$ cat src/rtl/imem_boot_loader.sv
// Boot loader: receives a length-prefixed, XOR-checksummed byte image and packs it into
// 32-bit little-endian words in instruction memory, holding the CPU in reset until it verifies.
module imem_boot_loader #(
    parameter int WORD_SIZE      = 32,
    parameter int ADDR_W         = 8,
    parameter int TIMEOUT_CYCLES = 1000000
) (
    input  logic                 clk,
    input  logic                 rst,
    input  logic                 in_valid,
    input  logic [7:0]           in_data,
    output logic                 in_ready,
    output logic                 imem_we,
    output logic [ADDR_W-1:0]    imem_addr,
    output logic [WORD_SIZE-1:0] imem_wdata,
    output logic                 cpu_rst,
    output logic                 load_done,
    output logic                 load_error,
    output logic [ADDR_W:0]      words_loaded
);

    localparam int CNT_W = $clog2(TIMEOUT_CYCLES) + 1;
    localparam logic [CNT_W-1:0] TO_LAST   = CNT_W'(TIMEOUT_CYCLES - 1);
    localparam logic [CNT_W-1:0] CNT_ONE   = CNT_W'(1);
    localparam logic [16:0]      MAX_WORDS = 17'(2 ** ADDR_W);
    localparam logic [ADDR_W:0]  WORD_ONE  = (ADDR_W + 1)'(1);

    typedef enum logic [2:0] {
        S_HDR0,
        S_HDR1,
        S_DATA,
        S_CSUM,
        S_DONE,
        S_ERR
    } state_t;

    state_t             state;
    logic [7:0]         len_lo;
    logic [16:0]        len_words;
    logic [1:0]         byte_idx;
    logic [23:0]        asm_word;
    logic [7:0]         xor_acc;
    logic [CNT_W-1:0]   timeout_cnt;

    logic               accept;
    logic [16:0]        hdr_len;
    logic [16:0]        next_count;
    logic               timed_out;

    assign accept     = in_valid & in_ready;
    assign hdr_len    = {1'b0, in_data, len_lo};
    assign next_count = 17'(words_loaded) + 17'd1;
    assign timed_out  = (timeout_cnt == TO_LAST);

    // Single state machine; every output is a register so the CPU and memory see clean edges.
    always_ff @(posedge clk) begin
        if (rst) begin
            state        <= S_HDR0;
            in_ready     <= 1'b0;
            imem_we      <= 1'b0;
            imem_addr    <= '0;
            imem_wdata   <= '0;
            cpu_rst      <= 1'b1;
            load_done    <= 1'b0;
            load_error   <= 1'b0;
            words_loaded <= '0;
            len_lo       <= '0;
            len_words    <= '0;
            byte_idx     <= '0;
            asm_word     <= '0;
            xor_acc      <= '0;
            timeout_cnt  <= '0;
        end else begin
            imem_we <= 1'b0;
            case (state)
                S_HDR0: begin
                    in_ready <= 1'b1;
                    if (accept) begin
                        len_lo      <= in_data;
                        xor_acc     <= xor_acc ^ in_data;
                        timeout_cnt <= '0;
                        state       <= S_HDR1;
                    end
                end

                S_HDR1: begin
                    if (accept) begin
                        xor_acc     <= xor_acc ^ in_data;
                        timeout_cnt <= '0;
                        len_words   <= hdr_len;
                        byte_idx    <= '0;
                        if (hdr_len > MAX_WORDS) begin
                            state      <= S_ERR;
                            in_ready   <= 1'b0;
                            load_error <= 1'b1;
                        end else if (hdr_len == 17'd0) begin
                            state <= S_CSUM;
                        end else begin
                            state <= S_DATA;
                        end
                    end else if (timed_out) begin
                        state      <= S_ERR;
                        in_ready   <= 1'b0;
                        load_error <= 1'b1;
                    end else begin
                        timeout_cnt <= timeout_cnt + CNT_ONE;
                    end
                end

                S_DATA: begin
                    if (accept) begin
                        xor_acc     <= xor_acc ^ in_data;
                        timeout_cnt <= '0;
                        byte_idx    <= byte_idx + 2'd1;
                        case (byte_idx)
                            2'd0: asm_word[7:0]   <= in_data;
                            2'd1: asm_word[15:8]  <= in_data;
                            2'd2: asm_word[23:16] <= in_data;
                            default: begin
                                imem_we      <= 1'b1;
                                imem_addr    <= words_loaded[ADDR_W-1:0];
                                imem_wdata   <= WORD_SIZE'({in_data, asm_word});
                                words_loaded <= words_loaded + WORD_ONE;
                                if (next_count == len_words) begin
                                    state <= S_CSUM;
                                end
                            end
                        endcase
                    end else if (timed_out) begin
                        state      <= S_ERR;
                        in_ready   <= 1'b0;
                        load_error <= 1'b1;
                    end else begin
                        timeout_cnt <= timeout_cnt + CNT_ONE;
                    end
                end

                S_CSUM: begin
                    if (accept) begin
                        in_ready    <= 1'b0;
                        timeout_cnt <= '0;
                        if (in_data == xor_acc) begin
                            state     <= S_DONE;
                            cpu_rst   <= 1'b0;
                            load_done <= 1'b1;
                        end else begin
                            state      <= S_ERR;
                            load_error <= 1'b1;
                        end
                    end else if (timed_out) begin
                        state      <= S_ERR;
                        in_ready   <= 1'b0;
                        load_error <= 1'b1;
                    end else begin
                        timeout_cnt <= timeout_cnt + CNT_ONE;
                    end
                end

                S_DONE: begin
                    in_ready <= 1'b0;
                end

                default: begin
                    in_ready <= 1'b0;
                end
            endcase
        end
    end

endmodule
$ cat config.mk
export PLATFORM = sky130hd
export DESIGN_NAME = imem_boot_loader
export DESIGN_NICKNAME = d
export VERILOG_FILES = /design/src/rtl/imem_boot_loader.sv
export SDC_FILE = /design/constraint.sdc
export NUM_CORES = 1
export LEC_CHECK = 0
export ABC_CLOCK_PERIOD_IN_PS = 4100
export CAP_MARGIN = 25
export CORE_MARGIN = 3
export CORE_UTILIZATION = 55
export DETAILED_ROUTE_END_ITERATION = 7
export HOLD_SLACK_MARGIN = 0.02
export PLACE_DENSITY = 0.81
export SYNTH_ARGS = -nofsm -noshare
export SYNTH_HDL_FRONTEND = slang
export SYNTH_SLANG_ARGS = --single-unit
$ cat constraint.sdc
create_clock -name clk -period 4.1 [get_ports clk]
set_input_delay 0.82 -clock clk [delete_from_list [all_inputs] [get_ports clk]]
set_output_delay 0.82 -clock clk [all_outputs]
set_load 0.01 [all_outputs]
==> results of run 1 <==
worst reg2reg max path, stage by stage, from the launching register on:
cell,delay (ps)
dfxtp_1,510
ha_1,340
nand3_4,170
o21ai_0,240
nor4b_1,240
a311o_1,160
a31oi_1,110
a2111oi_2,350
registers in the layout (all words and copies together), names as in the netlist, 2 cells and up:
register / count
imem_addr: 8
imem_wdata: 32
len_lo: 8
words_loaded: 9
timeout_cnt: 21
xor_acc: 8
asm_word: 24
len_words: 16
byte_idx: 2
state: 3
routing by layer:
layer | vias up | global-route usage (%) | wire length (um)
li1 | 2454 | - | -
met1 | 2309 | 30.6 | 5810
met2 | 166 | 36.8 | 6130
met3 | 23 | 5.45 | 901
met4 | 0 | 8.66 | 214
met5 | - | 0 | 0
power by group:
part           internal, mW  switching (mW)
registers              1.34          0.0204
logic                0.0543           0.102
clock network         0.885           0.573
total                  2.28           0.696
cell families after synthesis:
logic type,Yosys count,synth area share (%)
and+or+nand+nor,326,26.0
DFF,136,46.6
AOI/OAI and AO/OA,122,12.0
buffers and inverters,60,4.63
xor gates and xnor gates,53,7.95
muxes,9,1.54
adders and majority gates,6,1.29
per-stage QoR:
step           instances  instance area (um2)  util [%]
2_1_floorplan        712                 5840         -
3_3_place_gp         862                 6450      64.2
3_5_place_dp         862                 6450      64.2
4_1_cts              894                 7030      70.0
5_1_grt              895                 7040      70.1
6_report             895                 7040      70.1
cells in the mapped netlist (all sizes together) (7+ instances only):
cell / n
mux2i: 9
clkbuf: 31
nor3: 16
xor2: 18
inv: 9
dfxtp: 136
nand4: 8
nor4b: 7
xnor2: 35
a21oi: 95
nand2: 176
nor2: 57
nand3: 35
buf: 20
worst paths after layout:
path / start / end / cells after the start
max: in_data[5] / load_error / 7
min: load_error / load_error / 2
max reg2reg: words_loaded[0] / state[0] / 7
min reg2reg: load_error / load_error / 2
layout make-up:
cell class	count	area (um2)
Inverter	9	33.8
Timing Repair Buffer	69	692
Sequential cell	136	2720
Multi-Input combinational cell	516	2850
Fill cell	784	3010
Clock buffer	19	432
Tap cell	133	166
Clock inverter	13	144
placed cells by master, fill, tap and decap left out, drive strengths merged, types with 3 or more instances in the layout:
master | synthesis | routed
a21o | 3 | 3
clkinvlp | 0 | 4
o21ai | 5 | 5
clkdlybuf4s50 | 0 | 63
nor3b | 3 | 3
nand3 | 35 | 35
xnor2 | 35 | 35
and3 | 3 | 3
buf | 20 | 6
dfxtp | 136 | 136
nor2 | 57 | 57
clkbuf | 31 | 19
a21oi | 95 | 95
nor3 | 16 | 16
xor2 | 18 | 18
inv | 9 | 12
ha | 6 | 6
and2 | 3 | 3
a211oi | 3 | 3
a31oi | 3 | 3
nor4 | 6 | 6
clkinv | 0 | 4
nand2 | 176 | 176
nand4 | 8 | 8
or3 | 3 | 3
mux2i | 9 | 9
nor4b | 7 | 7
==> out/results.txt, run 1 <==
pre-CTS setup slack = 1100 ps
Crit. End Element = flip-flop
hold_buf cts = 0
TritonCTS Buffers = 17
CP required = 4470 ps
slew at the pin closest to its max-slew limit = 900 ps
Setup TNS = 0 ps
layout cell share with drive strength beyond 1 = 7.09%
register area share after synthesis = 46.6%
wire per inst = 14.6 um
status = completed
Initial Util = 58.1%
final worst slack = 1620 ps
Ys Warns = 0
crit path time final = 2480 ps
Crit-path slowest cell = clkdlybuf4s50_1
worst-skew pair later-pin latency = 520 ps
via/cell ratio = 5.53
Peak VDD IR = 271 uV
total core area = 10000 um2
detailed placement HPWL = 8720 um
CTS sink count = 136
Syn Std Cell Area = 5840 um2
r2r setup slk = 1870 ps
Iter 0 DRT Violations = 299
CP Cell Sequence = clkdlybuf4s50_1, xnor2_1, nand3_1, or4_1, or2_1, nand3b_1, a21oi_1
fin crit share = 60.5%
Power Total = 2.98 mW
Synth Instances = 712
Yosys top cell area share = 46.6%
H-tree depth = 4
Synth Flop Type = dfxtp_1
Avg Inst Size Synth = 8.20 um2
final hold vios = 0
Post-CTS Resized = 0
delay-heaviest family, CP = simple AND/OR/NAND/NOR gates
max-slew violations = 0
Root Buffer = clkbuf_8
Fin Hold WS = 448 ps
CP Data Arrival Time = 2850 ps
EDFF count, synth = 0
worst-path maximum fanout = 9
Static Leak = 2.34 nW
CTS max path bufs = 2
area growth from synthesis to layout = 20.5%
Port Buf Inserts = 64
RSZ-0062 raised after global routing = false
Synthesized Nets = 729
vias in the first global route = 4748
Cell Rows = 36
synthesized flop and latch total = 136
cell taking the most area after synthesis = dfxtp_1
Finish-stage setup viols = 0
Post-CTS Setup Bufs = 0
pin count of the biggest net entering global routing = 74
Clock transition at path regs = 60 ps
Hold Path Class = reg2reg
first-pass GRT wire length = 22000 um
CP bufs+invs = 1
Detailed Routing Iterations Pass 1 = 5
DRT Wirelength = 13100 um
initial antenna violation count = 0
largest cells by area after synthesis = dfxtp_1 (47%), nand2_1 (11%), a21oi_1 (8.1%)
Diodes inserted = 0
die area = 11900 um2
CTS tree = yes
Synth async-reset ratio = 0%
# IOs = 65
post-route antenna net violation count = 0
max cap viols = 0
Power per Cell Area = 423 nW/um2
relative slew slack = 39.6%
crit path kind = in2reg
Achievable Freq = 0.403 GHz
startpoint types = input port
RePlAce Congestion = 0.880
Die Width = 109 um
Max stage delay on crit path = 680 ps
nets = 766
Vias = 4952
Synth cell types = 56
Worst Skew = 7.71 ps
total grt overflow = 0
Die Span Y = 109 um
DRC viols = 0
total track usage = 23.1%
Note: power is estimated with default switching activity, not from simulation.
==> run 2: changes to the inputs <==
Settings changed: ABC_CLOCK_PERIOD_IN_PS 4100 to 2200, CORE_UTILIZATION 55 to 51, PLACE_DENSITY 0.81 to 0.79.
Clock period 4.1 ns to 2.2 ns, I/O delays scaled along.
==> run 2 against run 1 <==
  * Clock skew about the same
  * Final area up 5.9%
  * Combinational power up 130%
  * Core utilization down 2.5 points
  * Largest cell class unchanged
  * Die area up 7.4%
  * Critical path depth unchanged
  * Cell count up 5.5%
  * Critical path type is now reg2reg
==> out/results.txt, run 2 (synthesis gave the netlist of run 1 again) <==
worst-skew pair later-pin latency = 420 ps (-100 ps)
total grt overflow = 0 (unchanged)
Max stage delay on crit path = 390 ps (-290 ps)
worst-path maximum fanout = 10 (+1)
wire per inst = 14.9 um (+2.1%)
Flop pwr share = 43.5% (-2.2 points)
fin crit share = 92.1%
post-route antenna net violation count = 0 (unchanged)
most frequent cells in the layout = nand2_1 (174), dfxtp_1 (135), a21oi_1 (95)
Vias = 5162 (+4.2%)
clock power share = 50.3% (+1.3 points)
Hold Path Class = in2reg
net switching power figure = 1.31 mW (+88%)
DRC viols = 0 (unchanged)
most common cell after layout, fill and taps aside = nand2_1
Die Width = 113 um (+3.6%)
via/cell ratio = 5.47 (-1.2%)
relative slew slack = 70.6% (+31 points)
internal power = 4.51 mW (+98%)
max cap viols = 0 (unchanged)
total core area = 11000 um2 (+9.8%)
detailed placement HPWL = 9570 um (+9.8%)
Diodes inserted = 0 (unchanged)
slew at the pin closest to its max-slew limit = 440 ps (-460 ps)
RSZ-0062 raised after global routing = false
pre-CTS setup slack = -123 ps (-1230 ps)
logic gate share of total power = 6.2% (+0.9 points)
TritonCTS Buffers = 17 (unchanged)
Top reg by flops = imem_wdata
DP Area = 6820 um2 (+5.7%)
pin count of the biggest net entering global routing = 67 (-9.5%)
nets = 808 (+5.5%)
top flop regs = imem_wdata (32), asm_word (24), timeout_cnt (21)
area growth from synthesis to layout = 27.6%
CTS tree = yes
max-slew violations = 0 (unchanged)
Peak VDD IR = 775 uV (+190%)
Setup TNS = 0 ps (unchanged)
die area = 12800 um2 (+7.4%)
Finish-stage setup viols = 0 (unchanged)
Crit-path slowest cell = a2111oi_2
Port Buf Inserts = 64 (unchanged)
startpoint types = flip-flop
Achievable Freq = 0.493 GHz
Root Buffer = clkbuf_16
fin area = 7450 um2 (+5.9%)
WHS Path Cells = 2 (unchanged)
Power per Cell Area = 782 nW/um2 (+85%)
placed cells = 912 (+5.8%)
Detailed Routing Iterations Pass 1 = 5 (unchanged)
switch share = 22.5% (-0.87 points)
hold_buf cts = 0 (unchanged)
worst reg-to-reg path cell count = 7 (unchanged)
final hold vios = 0 (unchanged)
Largest register FFs = 32 (unchanged)
H-tree depth = 4 (unchanged)
Fin Hold WS = 381 ps (-66.5 ps)
CTS max path bufs = 2 (unchanged)
post-layout util = 67.6% (-2.5 points)
Crit. End Element = flip-flop
final worst slack = 173 ps (-1440 ps)
Iter 0 DRT Violations = 417 (+39%)
crit path kind = reg2reg
first-pass GRT wire length = 23800 um (+8.2%)
Clock transition at path regs = 60 ps (about the same)
CTS sink count = 136 (unchanged)
RePlAce Congestion = 0.830 (-5.7%)
Worst Skew = 7.70 ps (-0.0160 ps)
# IOs = 65 (unchanged)
DRT Wirelength = 14100 um (+7.7%)
Post-CTS Setup Bufs = 0 (unchanged)
Cell Rows = 38 (+5.6%)
Static Leak = 2.59 nW (+11%)
Initial Util = 52.9% (-5.2 points)
status = completed
total track usage = 22.9% (-0.26 points)
Cell Count, Final, Fillers Out = 944 (+5.5%)
Fillers = 871 (+11%)
CP Data Arrival Time = 2350 ps (-500 ps)
CP Cell Sequence = ha_2, nand3_4, xnor2_1, nand3_1, nor4_2, a31oi_1, a2111oi_2
initial antenna violation count = 0 (unchanged)
crit path time final = 2030 ps
Post-CTS Resized = 0 (unchanged)
Die Span Y = 113 um (+3.6%)
Power Total = 5.83 mW (+96%)
CP required = 2520 ps (-1950 ps)
layout cell share with drive strength beyond 1 = 12.6% (+5.5 points)
vias in the first global route = 5055 (+6.5%)
run 2: final timing paths:
path                                       from              to  slack (ps)
worst max-delay path            words_loaded[1]        state[0]         170
worst min-delay path                        rst        in_ready         380
worst max register to register  words_loaded[1]        state[0]         170
worst min register to register     asm_word[16]  imem_wdata[16]         450
run 2: area by class of cell:
| cell class | count | area (um2) | area share [%] |
|---|---|---|---|
| clock buffers | 20 | 467 | 6.26 |
| clock inverters | 12 | 149 | 2.00 |
| inverters | 9 | 33.8 | 0.453 |
| multi-input cells | 516 | 2860 | 38.4 |
| flip-flops and latches | 136 | 2720 | 36.6 |
| well taps | 140 | 175 | 2.35 |
| repair buffers | 111 | 1040 | 14.0 |
run 2: worst max-delay path, delay by kind of cell, from the launching register on:
family | cells | cell delay, ps
AO/OA/AOI/OAI | 2 | 600
XOR/XNOR | 1 | 190
adder cells (fa/ha/maj) | 1 | 250
flip-flops | 1 | 350
AND/OR/NAND/NOR | 3 | 540
run 2: power by group through the flow:
stage | registers, mW | logic [mW] | clock network, mW
floorplan | 2.57 | 0.230 | 0
global placement | 2.59 | 0.344 | 0
detailed placement | 2.59 | 0.351 | 0
CTS | 2.54 | 0.356 | 2.96
global route | 2.54 | 0.389 | 3.07
finish | 2.54 | 0.359 | 2.93
run 2: metal layers:
layer | part of all wire (%) | up-vias | global-route usage (%) | wire length (um)
met5 | 0 | - | 0 | 0
met4 | 1.5 | 0 | 8.17 | 216
met3 | 5.4 | 24 | 6.04 | 760
met2 | 49 | 123 | 37.4 | 6830
met1 | 44 | 2456 | 29.3 | 6250
li1 | - | 2559 | - | -
